--- src/rtl/minesweeper_pkg.sv ---
// Shared types and sizing constants for the Minesweeper controller and datapath.
package minesweeper_pkg;

    localparam int unsigned N_CELLS = 25;
    localparam int unsigned IDX_W   = 5;
    localparam int unsigned TIMEOUT = 16;

    typedef enum logic [3:0] {
        S_IDLE,
        S_PLACE,
        S_WAIT_MOVE,
        S_LOAD,
        S_DECODE,
        S_ALU,
        S_DISPLAY,
        S_OVER,
        S_ERROR
    } ctrl_state_t;

endpackage

--- src/rtl/hs_watchdog.sv ---
// Handshake watchdog: loadable down-counter, expires when a watched wait exhausts its budget.
module hs_watchdog #(
    parameter int unsigned TIMEOUT = 16
) (
    input  logic clk,
    input  logic rst_n,
    input  logic clr,
    input  logic en,
    output logic expired
);

    localparam int unsigned CW = (TIMEOUT > 1) ? $clog2(TIMEOUT) : 1;

    logic [CW-1:0] r_cnt;

    // Reload on entry to a watched state, then count down while it is held.
    always_ff @(posedge clk or negedge rst_n) begin
        if (!rst_n) begin
            r_cnt <= CW'(TIMEOUT - 1);
        end else if (clr) begin
            r_cnt <= CW'(TIMEOUT - 1);
        end else if (en && (r_cnt != '0)) begin
            r_cnt <= r_cnt - CW'(1);
        end
    end

    assign expired = en && (r_cnt == '0);

endmodule

--- src/rtl/game_ctrl.sv ---
// Minesweeper sequencing controller: accepts moves and steps the datapath through
// load/decode/alu/display with done handshakes and a watchdog.
module game_ctrl
    import minesweeper_pkg::*;
#(
    parameter int unsigned N_CELLS = minesweeper_pkg::N_CELLS,
    parameter int unsigned IDX_W   = minesweeper_pkg::IDX_W,
    parameter int unsigned TIMEOUT = minesweeper_pkg::TIMEOUT
) (
    input  logic               clka,
    input  logic               restart_n,
    input  logic               new_game,
    input  logic               move_valid,
    input  logic [IDX_W-1:0]   move_idx,
    output logic               move_ready,
    output logic               move_err,
    input  logic [N_CELLS-1:0] cleared,
    input  logic               place_done,
    input  logic               alu_done,
    input  logic               display_done,
    input  logic               gameover,
    input  logic               win,
    output logic               start,
    output logic               load,
    output logic               decode,
    output logic               alu,
    output logic               display,
    output logic [IDX_W-1:0]   data,
    output logic               game_active,
    output logic               game_over,
    output logic               game_won,
    output logic               hs_err,
    output logic [4:0]         move_cnt
);

    ctrl_state_t      r_state;
    ctrl_state_t      w_next;
    logic             w_accept;
    logic             w_reject;
    logic             w_idx_ok;
    logic             w_wd_clr;
    logic             w_wd_en;
    logic             w_expired;
    logic             w_watched_next;
    logic [IDX_W-1:0] r_data;
    logic [4:0]       r_move_cnt;
    logic             r_move_err;
    logic             r_game_active;
    logic             r_gameover_lat;
    logic             r_win_lat;

    assign w_idx_ok = (32'(move_idx) < N_CELLS) && !cleared[move_idx];

    always_ff @(posedge clka or negedge restart_n) begin
        if (!restart_n) r_state <= S_IDLE;
        else            r_state <= w_next;
    end

    // Next state; done inputs only matter in the state that issued the command.
    always_comb begin
        w_next   = r_state;
        w_accept = 1'b0;
        w_reject = 1'b0;
        case (r_state)
            S_IDLE:      if (new_game) w_next = S_PLACE;
            S_PLACE: begin
                if (place_done)     w_next = S_WAIT_MOVE;
                else if (w_expired) w_next = S_ERROR;
            end
            S_WAIT_MOVE: begin
                if (new_game) begin
                    w_next = S_PLACE;
                end else if (move_valid) begin
                    if (w_idx_ok) begin
                        w_accept = 1'b1;
                        w_next   = S_LOAD;
                    end else begin
                        w_reject = 1'b1;
                    end
                end
            end
            S_LOAD:      w_next = S_DECODE;
            S_DECODE:    w_next = S_ALU;
            S_ALU: begin
                if (alu_done)       w_next = S_DISPLAY;
                else if (w_expired) w_next = S_ERROR;
            end
            S_DISPLAY: begin
                if (display_done)   w_next = r_gameover_lat ? S_OVER : S_WAIT_MOVE;
                else if (w_expired) w_next = S_ERROR;
            end
            S_OVER, S_ERROR: if (new_game) w_next = S_PLACE;
            default:     w_next = S_IDLE;
        endcase
    end

    // Moore decode of commands and state flags.
    always_comb begin
        start      = 1'b0;
        load       = 1'b0;
        decode     = 1'b0;
        alu        = 1'b0;
        display    = 1'b0;
        move_ready = 1'b0;
        game_over  = 1'b0;
        game_won   = 1'b0;
        hs_err     = 1'b0;
        case (r_state)
            S_PLACE:     start      = 1'b1;
            S_WAIT_MOVE: move_ready = 1'b1;
            S_LOAD:      load       = 1'b1;
            S_DECODE:    decode     = 1'b1;
            S_ALU:       alu        = 1'b1;
            S_DISPLAY:   display    = 1'b1;
            S_OVER: begin
                game_over = 1'b1;
                game_won  = r_win_lat;
            end
            S_ERROR:     hs_err     = 1'b1;
            default:     ;
        endcase
    end

    assign w_watched_next = (w_next == S_PLACE) || (w_next == S_ALU) || (w_next == S_DISPLAY);
    assign w_wd_clr       = w_watched_next && (w_next != r_state);
    assign w_wd_en        = (r_state == S_PLACE) || (r_state == S_ALU) || (r_state == S_DISPLAY);

    hs_watchdog #(
        .TIMEOUT (TIMEOUT)
    ) u_wd (
        .clk     (clka),
        .rst_n   (restart_n),
        .clr     (w_wd_clr),
        .en      (w_wd_en),
        .expired (w_expired)
    );

    // Per-game bookkeeping; entry to PLACE starts a fresh game.
    always_ff @(posedge clka or negedge restart_n) begin
        if (!restart_n) begin
            r_data         <= '0;
            r_move_cnt     <= '0;
            r_move_err     <= 1'b0;
            r_game_active  <= 1'b0;
            r_gameover_lat <= 1'b0;
            r_win_lat      <= 1'b0;
        end else begin
            r_move_err <= w_reject;
            if (w_accept) begin
                r_data        <= move_idx;
                r_game_active <= 1'b1;
                if (r_move_cnt < 5'(N_CELLS)) r_move_cnt <= r_move_cnt + 5'd1;
            end
            if ((r_state == S_ALU) && alu_done) begin
                r_gameover_lat <= gameover;
                r_win_lat      <= win;
            end
            if ((w_next == S_OVER) || (w_next == S_ERROR)) r_game_active <= 1'b0;
            if ((w_next == S_PLACE) && (r_state != S_PLACE)) begin
                r_move_cnt     <= '0;
                r_game_active  <= 1'b0;
                r_gameover_lat <= 1'b0;
                r_win_lat      <= 1'b0;
            end
        end
    end

    assign data        = r_data;
    assign move_cnt    = r_move_cnt;
    assign move_err    = r_move_err;
    assign game_active = r_game_active;

endmodule

--- config.mk ---
export PLATFORM = sky130hd
export DESIGN_NAME = game_ctrl
export DESIGN_NICKNAME = d
export VERILOG_FILES = /design/src/rtl/minesweeper_pkg.sv /design/src/rtl/hs_watchdog.sv /design/src/rtl/game_ctrl.sv
export SDC_FILE = /design/constraint.sdc
export NUM_CORES = 1
export LEC_CHECK = 0
export ABC_AREA = 1
export BUFFER_PORTS_ARGS = -buffer_cell sky130_fd_sc_hd__clkbuf_2
export CAP_MARGIN = 20
export CORE_ASPECT_RATIO = 2
export CORE_UTILIZATION = 45
export DETAILED_ROUTE_END_ITERATION = 7
export GPL_TIMING_DRIVEN = 0
export PLACE_DENSITY = 0.76
export SKIP_LAST_GASP = 1
export SYNTH_ARGS = -nofsm -noshare
export SYNTH_HDL_FRONTEND = slang
export SYNTH_SLANG_ARGS = --single-unit
--- constraint.sdc ---
create_clock -name clka -period 1.8 [get_ports clka]
set_clock_uncertainty 0.1 [all_clocks]
set_input_delay 0.27 -clock clka [delete_from_list [all_inputs] [get_ports clka]]
set_output_delay 0.27 -clock clka [all_outputs]
set_load 0.01 [all_outputs]
# Word-level counts from Yosys, hierarchy flattened
# Index checks and enable logic that the tools add are counted.
dict set report word_totals {
  reg_bits 22
  latchBits 0
  ram_bits 0
  romBits 0
  input_bits 39
  out_inout_bits 21
  mem_count 0
}
dict set report classes {
  n_addsub 2
  n_mul 0
  div_mod_pow 0
  magnitude_cmp 3
  n_eq_ne 15
  shift 0
  muxes 41
  bitwise 0
  n_reduce_logical 22
}
# cell n
set ops {}
lappend ops {{$mux W4} 10}
lappend ops {{$eq A4 B3 Y1 const B} 7}
lappend ops {{$pmux W4 S7} 1}
lappend ops {{$mux W1} 25}
lappend ops {{$mux W5} 3}
lappend ops {{$lt A5 B5 Y1 const B} 2}
lappend ops {{$eq A4 B1 Y1 const B} 2}
lappend ops {{$eq A4 B2 Y1 const B} 2}
lappend ops {{$eq A4 B4 Y1 const B} 2}
lappend ops {{$logic_not A4 Y1} 2}
lappend ops {{$reduce_bool A2 Y1} 4}
lappend ops {{$logic_and A1 B1 Y1} 6}
lappend ops {{$lt A5 B6 Y1 const B} 1}
lappend ops {{$add A5 B1 Y5 const B} 1}
lappend ops {{$bmux W1 S5} 1}
lappend ops {{$logic_or A1 B1 Y1} 5}
lappend ops {{$ne A4 B1 Y1 const B} 1}
lappend ops {{$ne A4 B4 Y1} 1}
lappend ops {{$reduce_bool A4 Y1} 1}
lappend ops {{$sub A4 B1 Y4 const B} 1}
lappend ops {{$mux W3} 1}
lappend ops {{$reduce_bool A3 Y1} 1}
lappend ops {{$reduce_or A3 Y1} 1}
lappend ops {{$reduce_and A2 Y1} 1}
lappend ops {{$logic_not A1 Y1} 1}

# Depth between registers and ports, before layout
# Gate-level depths: netlist of run 1.
dict set report depth {
  ltp_word 13
  ltp_mapped 17
  depth_no_buf 16
}

# Hierarchy
# A second synthesis of run 1 with hierarchy kept.
dict set report hier_totals {
  cells_unflattened 280
  hier_area_um2 1834.3
}
# module n_inst cells_each area_each_um2 seq_area_each_um2
set by_module_without_submodules {}
lappend by_module_without_submodules {game_ctrl 1 246 1572.8 450.4}
lappend by_module_without_submodules {hs_watchdog 1 34 261.5 105.1}

# Least setup slack after synthesis of run 1
# OpenSTA, ideal clock, no wires.
dict set report synth_path {
  kind {reg-to-reg}
  start {register u_wd.r_cnt[0]}
  end {register u_wd.r_cnt[1]}
  setup_ps 79
  arrival_ps 1659
  path_slack_ps -38
  path_stages_with_launch 15
  n_path_buf 0
  path_cell_list {dfstp_2 > inv_1 > ha_1 > nand3_1 > inv_1 > nand2_2 > inv_2 > o21ai_1 > nand2_2 > nand4_1 > nand2_1 > nor2_2 > nand3_2 > nand2_2 > nand2_1}
}
dict set report synth_via {
  elab_chain_len 10
  word_cells_on_any_way 20
  cone_classes {add/sub (1); eq/ne (4); mux (7); reduce/logical (8)}
}
# item line
set synth_rtl {}
lappend synth_rtl {{start, declared} hs_watchdog.sv:14} ;# logic [CW-1:0] r_cnt;
lappend synth_rtl {{start signal, assigned} hs_watchdog.sv:19} ;# r_cnt <= CW'(TIMEOUT - 1);
lappend synth_rtl {{start signal, assigned} hs_watchdog.sv:21} ;# r_cnt <= CW'(TIMEOUT - 1);
lappend synth_rtl {{start signal, assigned} hs_watchdog.sv:23} ;# r_cnt <= r_cnt - CW'(1);
lappend synth_rtl {{$logic_not A4 Y1} hs_watchdog.sv:27} ;# assign expired = en && (r_cnt == '0);
lappend synth_rtl {{$logic_and A1 B1 Y1} hs_watchdog.sv:27}
lappend synth_rtl {{$mux W4} {game_ctrl.sv:68, game_ctrl.sv:86, game_ctrl.sv:90}}
lappend synth_rtl {{$mux W4, on equally long branches} {game_ctrl.sv:89, game_ctrl.sv:67, game_ctrl.sv:85}}
lappend synth_rtl {{$pmux W4 S7} game_ctrl.sv:64} ;# case (r_state)
lappend synth_rtl {{$eq A4 B1 Y1 / $eq A4 B3 Y1 (equally long branches)} game_ctrl.sv:124} ;# assign w_watched_next = (w_next == S_PLACE) || (w_next == S_ALU) || (w_next == S_DISPLAY);
lappend synth_rtl {{$logic_or A1 B1 Y1 (2 in a row)} game_ctrl.sv:124}
lappend synth_rtl {{$logic_and A1 B1 Y1} game_ctrl.sv:125} ;# assign w_wd_clr = w_watched_next && (w_next != r_state);
lappend synth_rtl {{$mux W4 / $reduce_bool A2 Y1 (equally long branches)} --}
# Parallel ways exist; a longest one is shown, timed or not. The select of a mux whose other input is x is not followed.
# A chain may end at the register's enable or synchronous reset.

# Worst setup path after layout of run 1
dict set report layout_path {
  start {register r_state[3]}
  end {register u_wd.r_cnt[1]}
}
dict set report layout_via {
  elab_chain_len 12
  word_cells_on_any_way 32
  cone_classes {eq/ne (12); mux (10); reduce/logical (10)}
}
# item line
set layout_rtl {}
lappend layout_rtl {{start, declared} game_ctrl.sv:36} ;# ctrl_state_t r_state;
lappend layout_rtl {{start signal, assigned} game_ctrl.sv:56} ;# else r_state <= w_next;
lappend layout_rtl {{$eq A4 B1 Y1 / $eq A4 B3 Y1 (equally long branches)} {game_ctrl.sv:64, game_ctrl.sv:126}}
lappend layout_rtl {{$logic_or A1 B1 Y1 (2 in a row)} game_ctrl.sv:126} ;# assign w_wd_en = (r_state == S_PLACE) || (r_state == S_ALU) || (r_state == S_DISPLAY);
lappend layout_rtl {{$logic_and A1 B1 Y1} hs_watchdog.sv:27}
lappend layout_rtl {{$mux W4} {game_ctrl.sv:68, game_ctrl.sv:86, game_ctrl.sv:90}}
lappend layout_rtl {{$mux W4, on equally long branches} {game_ctrl.sv:89, game_ctrl.sv:67, game_ctrl.sv:85}}
lappend layout_rtl {{$pmux W4 S7} game_ctrl.sv:64}
lappend layout_rtl {{$eq A4 B1 Y1 / $eq A4 B3 Y1 (equally long branches)} game_ctrl.sv:124}
lappend layout_rtl {{$logic_or A1 B1 Y1 (2 in a row)} game_ctrl.sv:124}
lappend layout_rtl {{$logic_and A1 B1 Y1} game_ctrl.sv:125}
lappend layout_rtl {{$mux W4 / $reduce_bool A2 Y1 (equally long branches)} --}
# Parallel ways exist; a longest one is shown, timed or not.

==> metrics, run 1 <==
status complete, but fails checks; failing checks setup timing; Critical Path End Type register; I/O Pins 60; DRT Pass-1 Iters 4; Logic pwr share 0.626; Overall Global Routing Usage 0.235; Final Non-Filler Cells 402; Post-Syn Area 1760 um2; CTS Sinks 22; f_max 0.503 GHz; Finished Core Util 0.660; Max VDD drop 0.728 mV; Crit Path Class register to register; routability congestion estimate roughly 0.90; CP Data Required Time 1.89 ns; final setup fails 13; FF-to-FF setup slack -0.19 ns; setup slack after layout -0.188 ns; area fraction of the dominant cell type after synthesis 0.255; htree depth 1; DRT iter0 DRCs 52; # diodes 0; routed wire length 4670 um; part of the power in registers 0.261; clk_lat worst skew roughly 0.26 ns; CP max stage cell dfrtp_2; Die ar. 4190 um2; most used cell, CP nand3_2; most instantiated cells after synthesis 90 x nand2_1, 50 x inv_1, 32 x nand3_1; Die Ht between 90 and 100 um; Worst Setup EP u_wd.r_cnt[1]; CP cell instances nor2_4 > nand2_2 > nor2_1 > inv_1 > nand3b_1 > inv_2 > buf_4 > nand3_2 > nand2_1 > inv_1 > nand3_2 > nor2_2 > nand3_2 > nand2_4 > nand2_1; largest net degree at the start of global routing 23; buffers added on ports 59; root buf cell clkbuf_8; fillers approximately 330; Setup crit start r_state[3]; CTS tree yes; DRT antenna net count 0; largest fanout on the critical path 5; number of core rows 31; Synth area leader dfrtp_1; hold crit path type input pin to register; Max-Cap Viols 0; share of cells above drive strength 1 0.391; Synth async-reset ratio 1.00; Core ar. 3680 um2; Startpoint Class register; DRC 0; P&R area growth vs syn 37.9%; Leak Pwr 1.45 nW; fin crit share 1.10; r2r endpoint u_wd.r_cnt[1]; Synthesis Warnings 0; Slew HR 0.645; Synth cell types 31; CP peak stage delay between 0.4 and 0.5 ns; Starting Density 0.479; Slew Limit Fails 0; RSZ-0062 raised after global routing true; Reg clk slew, reported paths 0.07 ns; number of global-route vias before repair 1902; Power, Total 0.00300 W; Nets about 400; number of synthesized flops with an enable pin 0; Synth Instances around 270; syn_area_per_cell 6.51 um2; initial antenna violation count 0; Mapped Nets approximately 310; post-synthesis sequential area ratio 0.315; PwrDens between 1000 and 1500 nW/um2; reg2reg start r_state[3]; Max clock buf depth 2; NetSw 0.00138 W; Least-Margin Pin Slew 0.533 ns; Placed Cells 379; global route overflow 0; top-count cell post-synth nand2_1; routed vias/inst 4.82; total CTS buffers 3; vias 1937; per-cell routed wire length about 12 um; Fin. Hold Viols 0; clock network power share 0.114; worst hold slack 0.176 ns; Switching Fraction 0.460; global-route wire length before repair between 7000 and 8000 um; Die W approximately 46 um; Yosys reg bits 22; largest cells by area after synthesis dfrtp_1 26%, nand2_1 19%, inv_1 11%; Worst R2R Path Depth 15; Tmin final about 2.0 ns; Post-DP HPWL 3460 um; ys flop type dfrtp_1; Worst EP arrival 2.08 ns; P_int ~0.0016 W
stage by stage:
step	TNS [ns]	area, um2	setup slack (ns)
after global placement	-2.56	2130	-0.221
after CTS	-1.52	2340	-0.151
after global routing	-3.57	2430	-0.282
final	-2.20	2430	-0.188
after detailed placement	-3.00	2130	-0.247
after floorplan	0	1770	0.00226
cell usage in the layout (no fill, tap or decap):
cell type      netlist  final
o211ai_1             1      1
inv_1               50     46
nand4_4              1      1
dfstp_2              4      4
clkbuf_2             0     59
xor2_1               6      6
nor3_1               3      3
ha_4                 0      1
ha_1                 3      2
nor3_4               1      1
buf_6                1      2
nand2_4              1      3
o21ai_2              0      1
dfrtp_1             18     15
nand3b_1             2      2
inv_2                9     11
nor2_2               2      2
nand2_1             90     83
a21oi_1              3      3
a21oi_4              0      1
dfrtp_2              0      3
buf_4                2     20
clkbuf_8             0      4
clkinv_1             1      1
nand3_1             32     29
dlygate4sd3_1        0      1
nor2_4               2      4
nand3_2              2      4
a311oi_1             1      1
o21ai_0             10      9
nor2_1              10      8
inv_4                0      2
nand3_4              1      2
nand2_2              7     12
o21ai_1              2      2
nand4_1              3      3
o22ai_4              0      1
repair_timing:
action / CTS / global route
hold buffers: 1 / 0
setup endpoints to repair: 13 / 20
pin swaps: 14 / 4
gates resized for setup: 18 / 12
hold endpoints to repair: 18 / 0
buffers inserted: 12 / 6
state kept, by name, summed over array words and instances (netlist names):
signal,cells
r_win_lat,1
game_active,1
move_err,1
r_gameover_lat,1
data,5
r_state,4
u_wd.r_cnt,4
move_cnt,5
power by group through the flow:
stage | Sequential, W | Combinational (W) | Clock, W
after global placement | 0.000773 | 0.00140 | 0
after global routing | 0.000800 | 0.00207 | 0.000370
final | 0.000782 | 0.00188 | 0.000342
after detailed placement | 0.000775 | 0.00143 | 0
after floorplan | 0.000790 | 0.00103 | 0
after CTS | 0.000772 | 0.00169 | 0.000351
logic make-up (layout without fill, tap and decap cells):
| family | after synthesis | count (layout) | share of synthesized area |
|---|---|---|---|
| flops | 22 | 22 | 0.315 |
| compound gates | 19 | 19 | 0.0638 |
| fa+ha+maj | 3 | 3 | 0.0213 |
| simple gates | 157 | 157 | 0.425 |
| buf+inv | 64 | 146 | 0.145 |
| xor+xnor | 6 | 6 | 0.0298 |
metal layers:
metal | wire [um] | track usage | part of all wire | vias to the layer above
met5 | 0 | 0 | 0 | -
met4 | 157 | 0.132 | 0.034 | 0
met3 | 132 | 0.0160 | 0.028 | 14
met2 | 2750 | 0.438 | 0.59 | 76
met1 | 1630 | 0.226 | 0.35 | 851
li1 | - | - | - | 996
cell type report:
cell class | count | area [um2] | area share
Buffer | 4 | 37.5 | 0.0154
Clock buffer | 4 | 55.1 | 0.0226
Inverter | 60 | 230 | 0.0947
Multi-Input combinational cell | 185 | 1050 | 0.431
Sequential cell | 22 | 559 | 0.230
Tap cell | 49 | 61.3 | 0.0252
Timing Repair Buffer | 78 | 440 | 0.181
worst min path at each step:
stage / start / endpoint / slack, ns / cells past startpoint
final: move_idx[4] / data[4] / 0.18 / 3
after global routing: move_idx[4] / data[4] / 0.19 / 3
after CTS: move_idx[4] / data[4] / 0.17 / 3
after detailed placement: restart_n / move_cnt[3] / 0.17 / 1
after global placement: restart_n / move_cnt[3] / 0.16 / 1
after floorplan: restart_n / data[0] / -0.13 / 0
worst max-delay path, delay by kind of cell, from the launching register on:
family	cells	cell delay [ns]
buf+inv	4	0.32
flops	1	0.48
simple gates	11	1.01
(Power assumes the default switching activity.)
==> run 2: changes to the inputs <==
CORE_MARGIN = 2   (was default)
PLACE_DENSITY = 0.79   (was 0.76)
==> run 2 against run 1 <==
Compared with the run above: the run still ends with setup timing left; cell area grew 1.1%; count of clock-buffer cells in the layout fell by 1; first-iteration DRC count decreased by 35%; flip-flop and latch count did not move; sequential power about the same; die area up 6.6%; critical path depth unchanged; critical path type unchanged.
==> metrics, run 2 (same netlist as run 1, synthesis figures left out) <==
failing checks setup timing; vias 1995 (+3.0%); total CTS buffers 3 (unchanged); Worst EP arrival 2.15 ns (+0.07 ns); Nets 393 (-0.76%); Slew HR 0.656 (+0.0110); hold crit path type input pin to register; Worst R2R Path Depth 15 (unchanged); P&R area growth vs syn 39.4%; most frequent cells in the layout 78 x nand2_1, 59 x clkbuf_2, 43 x inv_1; CTS Sinks 22 (unchanged); Startpoint Class register; htree depth 1 (unchanged); Placed Cells 381 (+0.53%); Max VDD drop 0.795 mV (+9.1%); Fin. Hold Viols 0 (unchanged); share of cells above drive strength 1 0.409 (+0.0176); routed vias/inst 4.98 (+3.3%); number of core rows 32 (+3.2%); commonest non-fill, non-tap cell in the layout nand2_1; number of global-route vias before repair 1961 (+3.1%); DRC 0 (unchanged); fin crit share 1.14 (+0.0336); initial antenna violation count 0 (unchanged); buffers added on ports 59 (unchanged); PwrDens 1280 nW/um2 (+3.5%); Core ar. 3800 um2 (+3.2%); Tmin final 2.05 ns (+0.0605 ns); DRT Pass-1 Iters 4 (unchanged); clk_lat worst skew 0.26 ns (about the same); Overall Global Routing Usage 0.238 (+0.00336); RSZ-0062 raised after global routing true; Critical Path End Type register; Worst Hold Depth 3 (unchanged); Starting Density 0.464 (-0.0150); Finished Core Util 0.647 (-0.0134); CTS tree yes; final setup fails 13 (unchanged); f_max 0.488 GHz (-3.0%); Crit Path Class register to register; Slew Limit Fails 0 (unchanged); Max clock buf depth 2 (unchanged); largest net degree at the start of global routing 23 (unchanged); global-route wire length before repair 7840 um (+5.1%); Max-Cap Viols 0 (unchanged); routability congestion estimate 0.914 (+1.8%); per-cell routed wire length 12.0 um (+3.3%); I/O Pins 60 (unchanged); status complete, but fails checks; routed wire length 4820 um (+3.1%); DRT antenna net count 0 (unchanged); Least-Margin Pin Slew 0.516 ns (-0.0165 ns); global route overflow 0 (unchanged); Die Ht 92.6 um (+2.2%); Die W 48.3 um (+4.3%); Power, Total 0.00314 W (+4.6%); Reg clk slew, reported paths 0.08 ns (about the same); setup slack after layout -0.249 ns (-0.0605 ns); CP Data Required Time 1.90 ns (about the same); root buf cell clkbuf_8; Leak Pwr 1.44 nW (-0.29%); largest fanout on the critical path 6 (+1); Die ar. 4470 um2 (+6.6%); Post-DP HPWL 3700 um (+7.1%); # diodes 0 (unchanged); Final Non-Filler Cells 401 (-0.25%); DRT iter0 DRCs 34 (-35%)
==> run 2: changes by cell type in the layout (fill, tap and decap cells not counted), moves of 3 or more <==
cell,delta
buf_4,-6
buf_6,+3
inv_1,-3
inv_2,+4
nand2_1,-5
nand2_2,+4
==> run 2: power breakdown <==
part           switching (W)  internal (W)
sequential          0.000117      0.000665
combinational        0.00117      0.000735
clock               0.000156      0.000297
==> run 2: cell type report <==
type | instances | area, um2
clock inverter | 1 | 30.0
clock buffer | 3 | 41.3
inverter | 60 | 233
multi-input combinational | 185 | 1070
fill | 351 | 1340
buffer | 4 | 41.3
sequential | 22 | 559
tap | 51 | 63.8
timing repair buffer | 75 | 425
==> run 2: what timing repair did <==
action                                  CTS  global route
pin swaps                                19            16
endpoints found under the setup margin   13            20
hold endpoints to repair                 18             0
buffers inserted                         11             4
hold buffers                              1             0
gates resized for setup                  18            25
==> run 2: per-stage QoR <==
stage | worst slack (ns) | area, um2 | hold slack [ns] | setup TNS, ns
2_1_floorplan | 0.00226 | 1770 | -0.126 | 0
3_3_place_gp | -0.216 | 2130 | 0.160 | -2.52
3_5_place_dp | -0.274 | 2130 | 0.169 | -3.22
4_1_cts | -0.190 | 2360 | 0.174 | -1.90
5_1_grt | -0.347 | 2460 | 0.192 | -4.30
6_report | -0.249 | 2460 | 0.177 | -2.76
==> run 2: critical path: stages (launching register included) <==
cell      delay, ns
dfrtp_2        0.47
inv_2          0.11
nand2_2        0.07
nor3_4         0.19
nand2_1        0.07
nand3b_1       0.14
inv_2          0.08
buf_6          0.12
nand3_2        0.05
nand2_2        0.05
inv_2          0.05
nand3_2        0.07
nor2_2         0.15
nand3_2        0.09
nand2_4        0.11
nand2_1        0.05
==> run 2: per-layer routing <==
layer  GRT usage  share of wire  vias to the layer above
met5           0              0                        -
met4       0.135          0.036                        0
met3      0.0117          0.041                       16
met2       0.446           0.59                       72
met1       0.222           0.33                      916
li1            -              -                      991
==> run 2: final timing paths <==
kind / endpoint / slack (ns) / startpoint
max: u_wd.r_cnt[2] / -0.25 / r_state[3]
min: move_err / 0.18 / move_valid
max reg2reg: u_wd.r_cnt[2] / -0.25 / r_state[3]
min reg2reg: data[0] / 0.40 / data[0]
max in group asynchronous: r_state[3] / 0.81 / restart_n
min in group asynchronous: move_cnt[4] / 0.40 / restart_n
